## src/rtl/pifo_pkg.sv

```systemverilog
// rtl/pifo_pkg.sv - shared types for the PIFO dequeue controller
package pifo_pkg;

    localparam int VALUE_W = 32;
    localparam int FLOWS   = 10;

    typedef enum logic [1:0] {
        IDLE    = 2'd0,
        ISSUE   = 2'd1,
        BACKOFF = 2'd2
    } deq_state_e;

    typedef struct packed {
        logic [VALUE_W-1:0] value;
        logic [FLOWS-1:0]   flow;
    } entry_t;

endpackage

```

## src/rtl/pifo_obuf.sv

```systemverilog
// rtl/pifo_obuf.sv - first-word-fall-through output FIFO of PIFO entries
module pifo_obuf
    import pifo_pkg::*;
#(
    parameter int DEPTH = 4
) (
    input  logic                     clk,
    input  logic                     rst,
    input  logic                     i_push,
    input  entry_t                   i_push_data,
    input  logic                     i_pop,
    output entry_t                   o_head,
    output logic                     o_valid,
    output logic [$clog2(DEPTH):0]   o_occupancy
);

    localparam int PW = $clog2(DEPTH);

    entry_t          r_mem [DEPTH];
    logic [PW-1:0]   r_wr_ptr;
    logic [PW-1:0]   r_rd_ptr;
    logic [PW:0]     r_count;
    logic            w_do_pop;

    assign w_do_pop    = i_pop && (r_count != '0);
    assign o_valid     = (r_count != '0);
    assign o_occupancy = r_count;
    // Head is forced to zero while empty so the outputs read zero out of reset.
    assign o_head      = o_valid ? r_mem[r_rd_ptr] : '0;

    // Storage write; contents need no reset because the head is masked when empty.
    always_ff @(posedge clk) begin
        if (i_push) begin
            r_mem[r_wr_ptr] <= i_push_data;
        end
    end

    // Pointers wrap naturally; occupancy tracks push/pop including simultaneous ones.
    always_ff @(posedge clk) begin
        if (rst) begin
            r_wr_ptr <= '0;
            r_rd_ptr <= '0;
            r_count  <= '0;
        end else begin
            if (i_push) begin
                r_wr_ptr <= r_wr_ptr + 1'b1;
            end
            if (w_do_pop) begin
                r_rd_ptr <= r_rd_ptr + 1'b1;
            end
            r_count <= r_count + {{PW{1'b0}}, i_push} - {{PW{1'b0}}, w_do_pop};
        end
    end

endmodule

```

## src/rtl/pifo_dequeue_ctrl.sv

```systemverilog
// rtl/pifo_dequeue_ctrl.sv - PIFO pop issuer with credit/backoff control (optional PIFO_DEQ_FLOW_STATS_EN)
module pifo_dequeue_ctrl
    import pifo_pkg::*;
#(
    parameter int FLOWS          = pifo_pkg::FLOWS,
    parameter int OBUF_DEPTH     = 4,
    parameter int BACKOFF_CYCLES = 4
) (
    input  logic                      clk,
    input  logic                      rst,
    input  logic                      enable,
    output logic                      pifo_pop,
    input  logic [VALUE_W-1:0]        pifo_pop_value,
    input  logic [FLOWS-1:0]          pifo_pop_flow,
    input  logic                      pifo_pop_valid,
    output logic                      m_valid,
    input  logic                      m_ready,
    output logic [VALUE_W-1:0]        m_value,
    output logic [FLOWS-1:0]          m_flow,
    output logic [15:0]               empty_pops,
    output logic                      proto_err
`ifdef PIFO_DEQ_FLOW_STATS_EN
    ,
    input  logic [$clog2(FLOWS)-1:0]  stat_sel,
    output logic [15:0]               stat_count
`endif
);

    localparam int OW = $clog2(OBUF_DEPTH) + 1;
    localparam int CW = (BACKOFF_CYCLES > 1) ? $clog2(BACKOFF_CYCLES) : 1;
    localparam logic [CW-1:0] BACKOFF_LOAD = CW'(BACKOFF_CYCLES - 1);
    localparam logic [OW:0]   DEPTH_LIM    = (OW+1)'(OBUF_DEPTH);

    deq_state_e      r_state;
    deq_state_e      w_next_state;
    logic            r_inflight;
    logic [CW-1:0]   r_backoff_cnt;
    logic [15:0]     r_empty_pops;
    logic            r_proto_err;

    logic [OW-1:0]   w_occ;
    logic [OW:0]     w_reserved;
    logic            w_drain;
    logic            w_credit_ok;
    logic            w_capture;
    logic            w_empty_ret;
    logic            w_spurious;
    entry_t          w_push_data;
    entry_t          w_head;

    assign w_capture   = r_inflight && pifo_pop_valid;
    assign w_empty_ret = r_inflight && !pifo_pop_valid;
    assign w_spurious  = pifo_pop_valid && !r_inflight;
    assign w_drain     = m_valid && m_ready;
    // Outstanding pop counts against the buffer; a same-cycle drain frees one slot.
    assign w_reserved  = {1'b0, w_occ} + {{OW{1'b0}}, r_inflight};
    assign w_credit_ok = (w_reserved - {{OW{1'b0}}, w_drain}) < DEPTH_LIM;

    assign w_push_data = '{value: pifo_pop_value, flow: pifo_pop_flow};
    assign m_value     = w_head.value;
    assign m_flow      = w_head.flow;
    assign empty_pops  = r_empty_pops;
    assign proto_err   = r_proto_err;

    pifo_obuf #(.DEPTH(OBUF_DEPTH)) u_obuf (
        .clk         (clk),
        .rst         (rst),
        .i_push      (w_capture),
        .i_push_data (w_push_data),
        .i_pop       (m_ready),
        .o_head      (w_head),
        .o_valid     (m_valid),
        .o_occupancy (w_occ)
    );

    // State register.
    always_ff @(posedge clk) begin
        if (rst) begin
            r_state <= IDLE;
        end else begin
            r_state <= w_next_state;
        end
    end

    // Next-state: empty return wins over enable drop so the PIFO is not re-polled early.
    always_comb begin
        w_next_state = r_state;
        case (r_state)
            IDLE: begin
                if (enable) w_next_state = ISSUE;
            end
            ISSUE: begin
                if (w_empty_ret)  w_next_state = BACKOFF;
                else if (!enable) w_next_state = IDLE;
            end
            BACKOFF: begin
                if (r_backoff_cnt == '0) w_next_state = enable ? ISSUE : IDLE;
            end
            default: w_next_state = IDLE;
        endcase
    end

    // Pop output: only in ISSUE, with credit, and never in the cycle an empty return lands.
    always_comb begin
        pifo_pop = 1'b0;
        if (r_state == ISSUE) begin
            pifo_pop = enable && w_credit_ok && !w_empty_ret;
        end
    end

    // Backoff counter: loaded on entry, counts down while waiting.
    always_ff @(posedge clk) begin
        if (rst) begin
            r_backoff_cnt <= '0;
        end else if (r_state == ISSUE && w_empty_ret) begin
            r_backoff_cnt <= BACKOFF_LOAD;
        end else if (r_state == BACKOFF && r_backoff_cnt != '0) begin
            r_backoff_cnt <= r_backoff_cnt - 1'b1;
        end
    end

    // Response tracking: inflight mirrors last cycle's pop; empty and stray responses are logged.
    always_ff @(posedge clk) begin
        if (rst) begin
            r_inflight   <= 1'b0;
            r_empty_pops <= '0;
            r_proto_err  <= 1'b0;
        end else begin
            r_inflight <= pifo_pop;
            if (w_empty_ret && r_empty_pops != 16'hFFFF) begin
                r_empty_pops <= r_empty_pops + 16'd1;
            end
            if (w_spurious) begin
                r_proto_err <= 1'b1;
            end
        end
    end

`ifdef PIFO_DEQ_FLOW_STATS_EN
    logic [15:0] r_flow_cnt [FLOWS];
    logic [15:0] r_stat_count;

    assign stat_count = r_stat_count;

    // Per-flow saturating handshake counters plus a registered read port.
    always_ff @(posedge clk) begin
        if (rst) begin
            for (int i = 0; i < FLOWS; i++) begin
                r_flow_cnt[i] <= '0;
            end
            r_stat_count <= '0;
        end else begin
            for (int i = 0; i < FLOWS; i++) begin
                if (w_drain && m_flow[i] && r_flow_cnt[i] != 16'hFFFF) begin
                    r_flow_cnt[i] <= r_flow_cnt[i] + 16'd1;
                end
            end
            if (int'(stat_sel) < FLOWS) begin
                r_stat_count <= r_flow_cnt[stat_sel];
            end else begin
                r_stat_count <= '0;
            end
        end
    end
`endif

endmodule
```

## config.mk

```make
export PLATFORM = sky130hd
export DESIGN_NAME = pifo_dequeue_ctrl
export DESIGN_NICKNAME = d
export VERILOG_FILES = /design/src/rtl/pifo_pkg.sv /design/src/rtl/pifo_obuf.sv /design/src/rtl/pifo_dequeue_ctrl.sv
export SDC_FILE = /design/constraint.sdc
export NUM_CORES = 1
export LEC_CHECK = 0
export ABC_AREA = 1
export BUFFER_PORTS_ARGS = -buffer_cell sky130_fd_sc_hd__buf_4
export CORE_MARGIN = 2
export CORE_UTILIZATION = 36
export DETAILED_ROUTE_END_ITERATION = 10
export MAX_ROUTING_LAYER = met4
export PLACE_DENSITY_LB_ADDON = 0.15
export SYNTH_ARGS = -nofsm -noshare
export SYNTH_HDL_FRONTEND = slang
export SYNTH_HIERARCHICAL = 1
export SYNTH_SLANG_ARGS = --single-unit
```

## constraint.sdc

```tcl
create_clock -name clk -period 3.4 [get_ports clk]
set_input_delay 0.68 -clock clk [delete_from_list [all_inputs] [get_ports clk]]
set_output_delay 0.68 -clock clk [all_outputs]
set_load 0.02 [all_outputs]
```

==> results.md, run 1 <==
* Dominant cell by count in the synthesized netlist: nand2_1
* Share of post-route cells with drive strength above 1 at 0.1724
* Global-route total usage across every layer at 0.1591
* Later-pin clock latency in the skew report at 0.43 ns
* Mean routed wirelength per cell at 14.16 um
* Synth Warn # at 6
* Biggest area contributors in the synthesized netlist: edfxtp_1, nand2_1, inv_1
* Number of antenna violations at the first check in global routing at 0
* Start of the worst register-to-register path: u_obuf/o_occupancy[1]
* Number of diodes added for antenna fixing at 0
* Setup TNS at 0 ns
* Static leakage at 4.670 nW
* Global placer's final weighted congestion at 0.8005
* ANT nets after route at 0
* Total power per unit cell area at 651.1 mW/mm^2
* Category of the most critical setup path: reg2out
* Gates resized, CTS repair at 0
* Most used standard cells in the synthesized netlist: nand2_1, inv_1, edfxtp_1
* Y dimension of the die at 161.3 um
* Filler instances at 2,371
* Total number of nets in the final design at 1,091
* Global-route wire length before repair at 31,110 um
* Setup repair after global routing missed its margin: false
* Clock sink count at 199
* Number of H-tree levels at 4
* Tmin final at 2.984 ns
* Drt total wl at 19,380 um
* Period utilisation layout at 0.8777
* Synth async-reset ratio at 0
* Transition time at the pin with the least slew margin at 1.056 ns
* Maximum achievable frequency at 335.1 MHz
* Average instance area after synthesis at 9.602 um^2
* Status: finished clean
* Worst ir drop on vdd at 0.4949 mV
* Area of the die at 0.02603 mm^2
* Hold crit path type: in2reg
* Crit-path max FO at 7
* Cell area after synthesis at 0.008911 mm^2
* Max Clock Skew at 0.01586 ns
* Layout Area Growth over Synthesis at 19.69%
* Reg-to-Reg End: u_obuf/o_occupancy[2]
* Standard-cell rows at 57
* I/O pin count at 108
* Chip Width at 161.3 um
* Maximum number of buffers from clock root to sink at 2
* Count of flip-flops with a built-in enable after synthesis at 168
* Depth of the most critical reg-to-reg path at 10
* Count of distinct cell types in the synthesized netlist at 27
* Clock tree from TritonCTS: built
* Core region area at 0.02432 mm^2
* Initial Utilization at 0.3664
* Count of final setup violators at 0
* Max-capacitance violation count at 0
* Worst slew margin relative to its limit at 0.2957
* Synth top area share at 0.5661
* Predominant post-synthesis flop cell: edfxtp_1
* Root cell of the clock tree: clkbuf_16
* R2r setup slk at 0.95 ns
* CP startpoint kind: register
* Inserted Clock Buffers at 17
* Finished Core Util at 0.4385
* Post-synthesis cell count at 928
* Final hold violations at 0
* Half-perimeter wire length after detailed placement at 11,420 um
* Largest net degree at the start of global routing at 85
* Number of violations reported at the end of detailed-routing iteration 0 at 345
* Mapped Nets at 987
* Required time of the critical path at 2.72 ns
* Final max-slew violation count at 0
* Crit path to: pifo_pop
* Endpoint arrival time on the critical path at 2.30 ns
* 1st-pass router iterations at 5
* Post-detailed-route DRC marker count at 0
* Hold-fix buffer count after cts at 0
* Capturing element type of the critical path: output pin
* Buffers on Ports at 107
* Buffer count from post-CTS setup fixing at 0
* Sequential fraction of the synthesis area at 0.6358
* Vias in the first global route at 5,855
* Detailed-route vias per instance at 4.396
* Number of vias after detailed routing at 6,014
* Largest area contributor in the netlist: edfxtp_1
* Grt ovf at 0
* Number of synthesized register bits at 199
* Timing startpoint of the critical path: u_obuf/o_occupancy[1]
* Clock transition at the registers of the reported paths at 0.08 ns
==> report_power, final <==
part | switching, mW | internal (mW) | leakage, nW
combinational | 1.45 | 0.786 | 2.62
sequential | 0.0293 | 2.69 | 1.76
clock | 0.942 | 1.04 | 0.290
==> layout by cell type (no fill, tap or decap), types with 5 or more instances in the layout <==
master | netlist | routed
ha_1 | 11 | 11
nor2_2 | 5 | 5
nand3_1 | 95 | 95
nor2_1 | 37 | 37
a21oi_1 | 58 | 58
a21oi_2 | 6 | 6
inv_1 | 208 | 204
inv_2 | 6 | 10
edfxtp_1 | 168 | 168
nand2_1 | 242 | 242
clkbuf_16 | 0 | 17
buf_4 | 8 | 115
nand4_1 | 5 | 5
dfxtp_1 | 31 | 29
buf_12 | 0 | 5
==> logic make-up (layout without fill, tap and decap cells) <==
group | after synthesis | in the layout | share of synthesized area
simple gates | 392 | 392 | 0.1848
buf+inv | 249 | 365 | 0.1127
flops | 199 | 199 | 0.6358
compound gates | 68 | 68 | 0.04114
fa+ha+maj | 12 | 12 | 0.01769
xor+xnor | 8 | 8 | 0.007862
==> how the worst min path moves through the flow <==
stage,startpoint,endpoint,depth (start not counted)
CTS,pifo_pop_value[17],u_obuf/r_mem[0][27],1
finish,pifo_pop_flow[3],u_obuf/r_mem[1][3],1
global placement,r_backoff_cnt[1],r_backoff_cnt[1],2
floorplan,r_backoff_cnt[1],r_backoff_cnt[1],2
global route,pifo_pop_value[16],u_obuf/r_mem[3][26],1
detailed placement,r_backoff_cnt[1],r_backoff_cnt[1],2
==> metrics by stage <==
stage / std cells / setup WS [ns] / power [mW] / area [um^2] / hold WS [ns]
after floorplan: 928 / 0.8380 / 4.156 / 8911 / 0.4453
after detailed placement: 1337 / 0.7388 / 5.046 / 10080 / 0.4558
after CTS: 1368 / 0.3723 / 7.038 / 10670 / 0.4263
final: 1368 / 0.4159 / 6.945 / 10670 / 0.4485
after global placement: 1337 / 0.7263 / 5.036 / 10080 / 0.4571
after global routing: 1368 / 0.1997 / 7.340 / 10670 / 0.4181
==> flip-flops by register name (all words and copies together), names as in the netlist, named ones only <==
name                count
u_obuf/o_occupancy      3
u_obuf/r_mem          168
r_backoff_cnt           2
r_inflight              1
proto_err               1
u_obuf/r_wr_ptr         2
u_obuf/r_rd_ptr         2
empty_pops             16
r_state                 2
==> layout make-up <==
class	count	area [um^2]	area share
inverter	214	803.3	0.07532
clock inverter	14	158.9	0.01490
multi-input combinational	480	2241	0.2101
tap	324	405.4	0.03801
sequential	199	5668	0.5314
clock buffer	17	425.4	0.03989
timing repair buffer	120	963.4	0.09033
==> critical path, cell delays in order, from the launching register on <==
cell and delay [ns]:
dfxtp_1 0.40, nor2_1 0.07, nand2_1 0.19, nand2_1 0.08, inv_1 0.05, ha_1 0.13, inv_1 0.04, ha_1 0.26
nand3b_1 0.08, nand2_1 0.08, nand2_1 0.08, nand2_1 0.05, nand2_1 0.05, nand2_1 0.06, nor2_1 0.10, buf_4 0.15
==> per-layer routing <==
metal	track usage	wire, um
met1	0.1953	8795
met2	0.2659	9569
met3	0.03647	777
met4	0.04221	235
met5	-	0
(Power assumes the default switching activity.)
==> inputs of run 2 (changes only) <==
BUFFER_PORTS_ARGS = unset   (was -buffer_cell sky130_fd_sc_hd__buf_4)
CORE_UTILIZATION = 30   (was 36)
DONT_BUFFER_PORTS = 1   (was unset)
clock period = 3.36 ns   (was 3.4 ns; I/O delays follow)
==> run 2 against run 1 <==
  * Wire length up 4.0%
  * Via count down 5.3%
  * First-iteration DRC count down 36%
  * Sequential share of layout area up 3.9 points
  * Combinational power down 22%
  * Count of clock-buffer cells in the layout up 2
==> results.md, run 2 (synthesized netlist as in run 1, its figures left out) <==
* Vias in the first global route at 5,647
* ANT nets after route at 0
* Top register by number of flip-flops: u_obuf/r_mem
* Max-capacitance violation count at 0
* Detailed-route vias per instance at 4.287
* Chip Width at 176.3 um
* Global-route wire length before repair at 31,810 um
* I/O pin count at 108
* Period utilisation layout at 0.8871
* Crit-path max FO at 5
* Inserted Clock Buffers at 17
* Buffers on Ports at 0
* Clock sink count at 199
* Power consumption at 6.590 mW
* Total power per unit cell area at 662.9 mW/mm^2
* Largest net degree at the start of global routing at 85
* Final hold violations at 0
* Number of violations reported at the end of detailed-routing iteration 0 at 220
* Status: finished clean
* Standard-cell rows at 63
* Count of final setup violators at 0
* Endpoint arrival time on the critical path at 2.31 ns
* Post-detailed-route DRC marker count at 0
* Maximum achievable frequency at 335.5 MHz
* Most frequent standard cell in the layout excluding fill and tap cells: nand2_1
* Crit-path cells: nor2_1 > nand2_1 > nand2_1 > inv_1 > ha_1 > inv_1 > ha_1 > nand3b_1 > nand2_1 > nand2_1 > nand2_1 > nand2_1 > nand2_1 > nor2_1
* Clock tree from TritonCTS: built
* Later-pin clock latency in the skew report at 0.44 ns
* CP startpoint kind: register
* Capturing element type of the critical path: output pin
* Category of the most critical setup path: reg2out
* 1st-pass router iterations at 4
* Buffer count from post-CTS setup fixing at 0
* Initial Utilization at 0.3023
* Mean routed wirelength per cell at 15.16 um
* Setup repair after global routing missed its margin: false
* Total number of nets in the final design at 985
* Tmin final at 2.981 ns
* Global placer's final weighted congestion at 0.7114
* Combined buffer and inverter count along the critical path at 2
* Clock transition at the registers of the reported paths at 0.08 ns
* Layout Area Growth over Synthesis at 11.56%
* Share of post-route cells with drive strength above 1 at 0.07455
* Half-perimeter wire length after detailed placement at 12,100 um
* Transition time at the pin with the least slew margin at 1.007 ns
* Area of the die at 0.03110 mm^2
* Final max-slew violation count at 0
* Required time of the critical path at 2.69 ns
* Grt ovf at 0
* Worst slew margin relative to its limit at 0.3289
* Number of antenna violations at the first check in global routing at 0
* Top library cells by usage in the layout, fill and taps aside: nand2_1, inv_1, edfxtp_1
* Setup TNS at 0 ns
* Drt total wl at 20,150 um
* Static leakage at 4.120 nW
* Worst stage delay on the critical path at 0.40 ns
* Max Clock Skew at 0.01411 ns
* Core region area at 0.02948 mm^2
* Number of vias after detailed routing at 5,697
* Hold-fix buffer count after cts at 0
* Worst ir drop on vdd at 0.3257 mV
* Number of flip-flops in the largest register at 168
* Slowest stage cell on the critical path: dfxtp_1
* Hold crit path type: in2reg
* Filler instances at 3,030
* Delay-heaviest family, CP: simple AND/OR/NAND/NOR gates
* Root cell of the clock tree: clkbuf_16
* R2r setup slk at 0.92 ns
* Finished Core Util at 0.3372
* Cell repeated most along the worst path: nand2_1
* Number of diodes added for antenna fixing at 0
* Global-route total usage across every layer at 0.1409
* Maximum number of buffers from clock root to sink at 2
* Number of H-tree levels at 4
* Y dimension of the die at 176.3 um
* Gates resized, CTS repair at 0
==> run 2: worst register-to-register path: stages (launching register included) <==
cell	delay, ns
dfxtp_1	0.35
nor2_1	0.11
nand2_1	0.08
buf_4	0.20
inv_2	0.44
nor2_1	0.10
ha_1	0.29
inv_1	0.04
ha_1	0.18
fa_1	0.39
a21oi_1	0.13
nor2_1	0.05
==> run 2: per-stage QoR <==
step | setup WS, ns | instances | hold slack, ns | instance area [um^2]
floorplan | 0.8060 | 928 | 0.4453 | 8911
finish | 0.3792 | 1329 | 0.2774 | 9941
global placement | 0.7022 | 1297 | 0.4524 | 9355
CTS | 0.3274 | 1329 | 0.2494 | 9941
detailed placement | 0.7039 | 1297 | 0.4551 | 9355
global route | 0.1132 | 1329 | 0.2485 | 9941
==> run 2: path summary, 6_finish.rpt <==
kind	from	to	cells after the start
max	u_obuf/o_occupancy[2]	pifo_pop	14
min	rst	empty_pops[11]	1
max reg2reg	u_obuf/o_occupancy[1]	u_obuf/o_occupancy[2]	11
min reg2reg	r_backoff_cnt[1]	r_backoff_cnt[1]	2
==> run 2: per-layer routing <==
layer / up-vias / track usage / share of wire / wire (um)
met5: - / - / 0 / 0
met1: 2675 / 0.1620 / 0.44 / 8780
met4: 0 / 0.03822 / 0.014 / 282
li1: 2908 / - / - / -
met3: 19 / 0.04543 / 0.058 / 1160
met2: 95 / 0.2369 / 0.49 / 9929
==> run 2: cell type report <==
| type | instances | area (um^2) | share of cell area |
|---|---|---|---|
| clock buffers | 19 | 432.9 | 0.04355 |
| clock inverters | 13 | 152.6 | 0.01536 |
| inverters | 214 | 803.3 | 0.08081 |
| multi-input cells | 480 | 2241 | 0.2254 |
| flip-flops and latches | 199 | 5668 | 0.5702 |
| well taps | 390 | 488.0 | 0.04909 |
| repair buffers | 14 | 155.1 | 0.01561 |
==> run 2: report_power, final <==
group	total [mW]	internal [mW]	switching (mW)
sequential	2.77	2.72	0.0474
clock	2.06	1.17	0.898
combinational	1.75	0.385	1.37
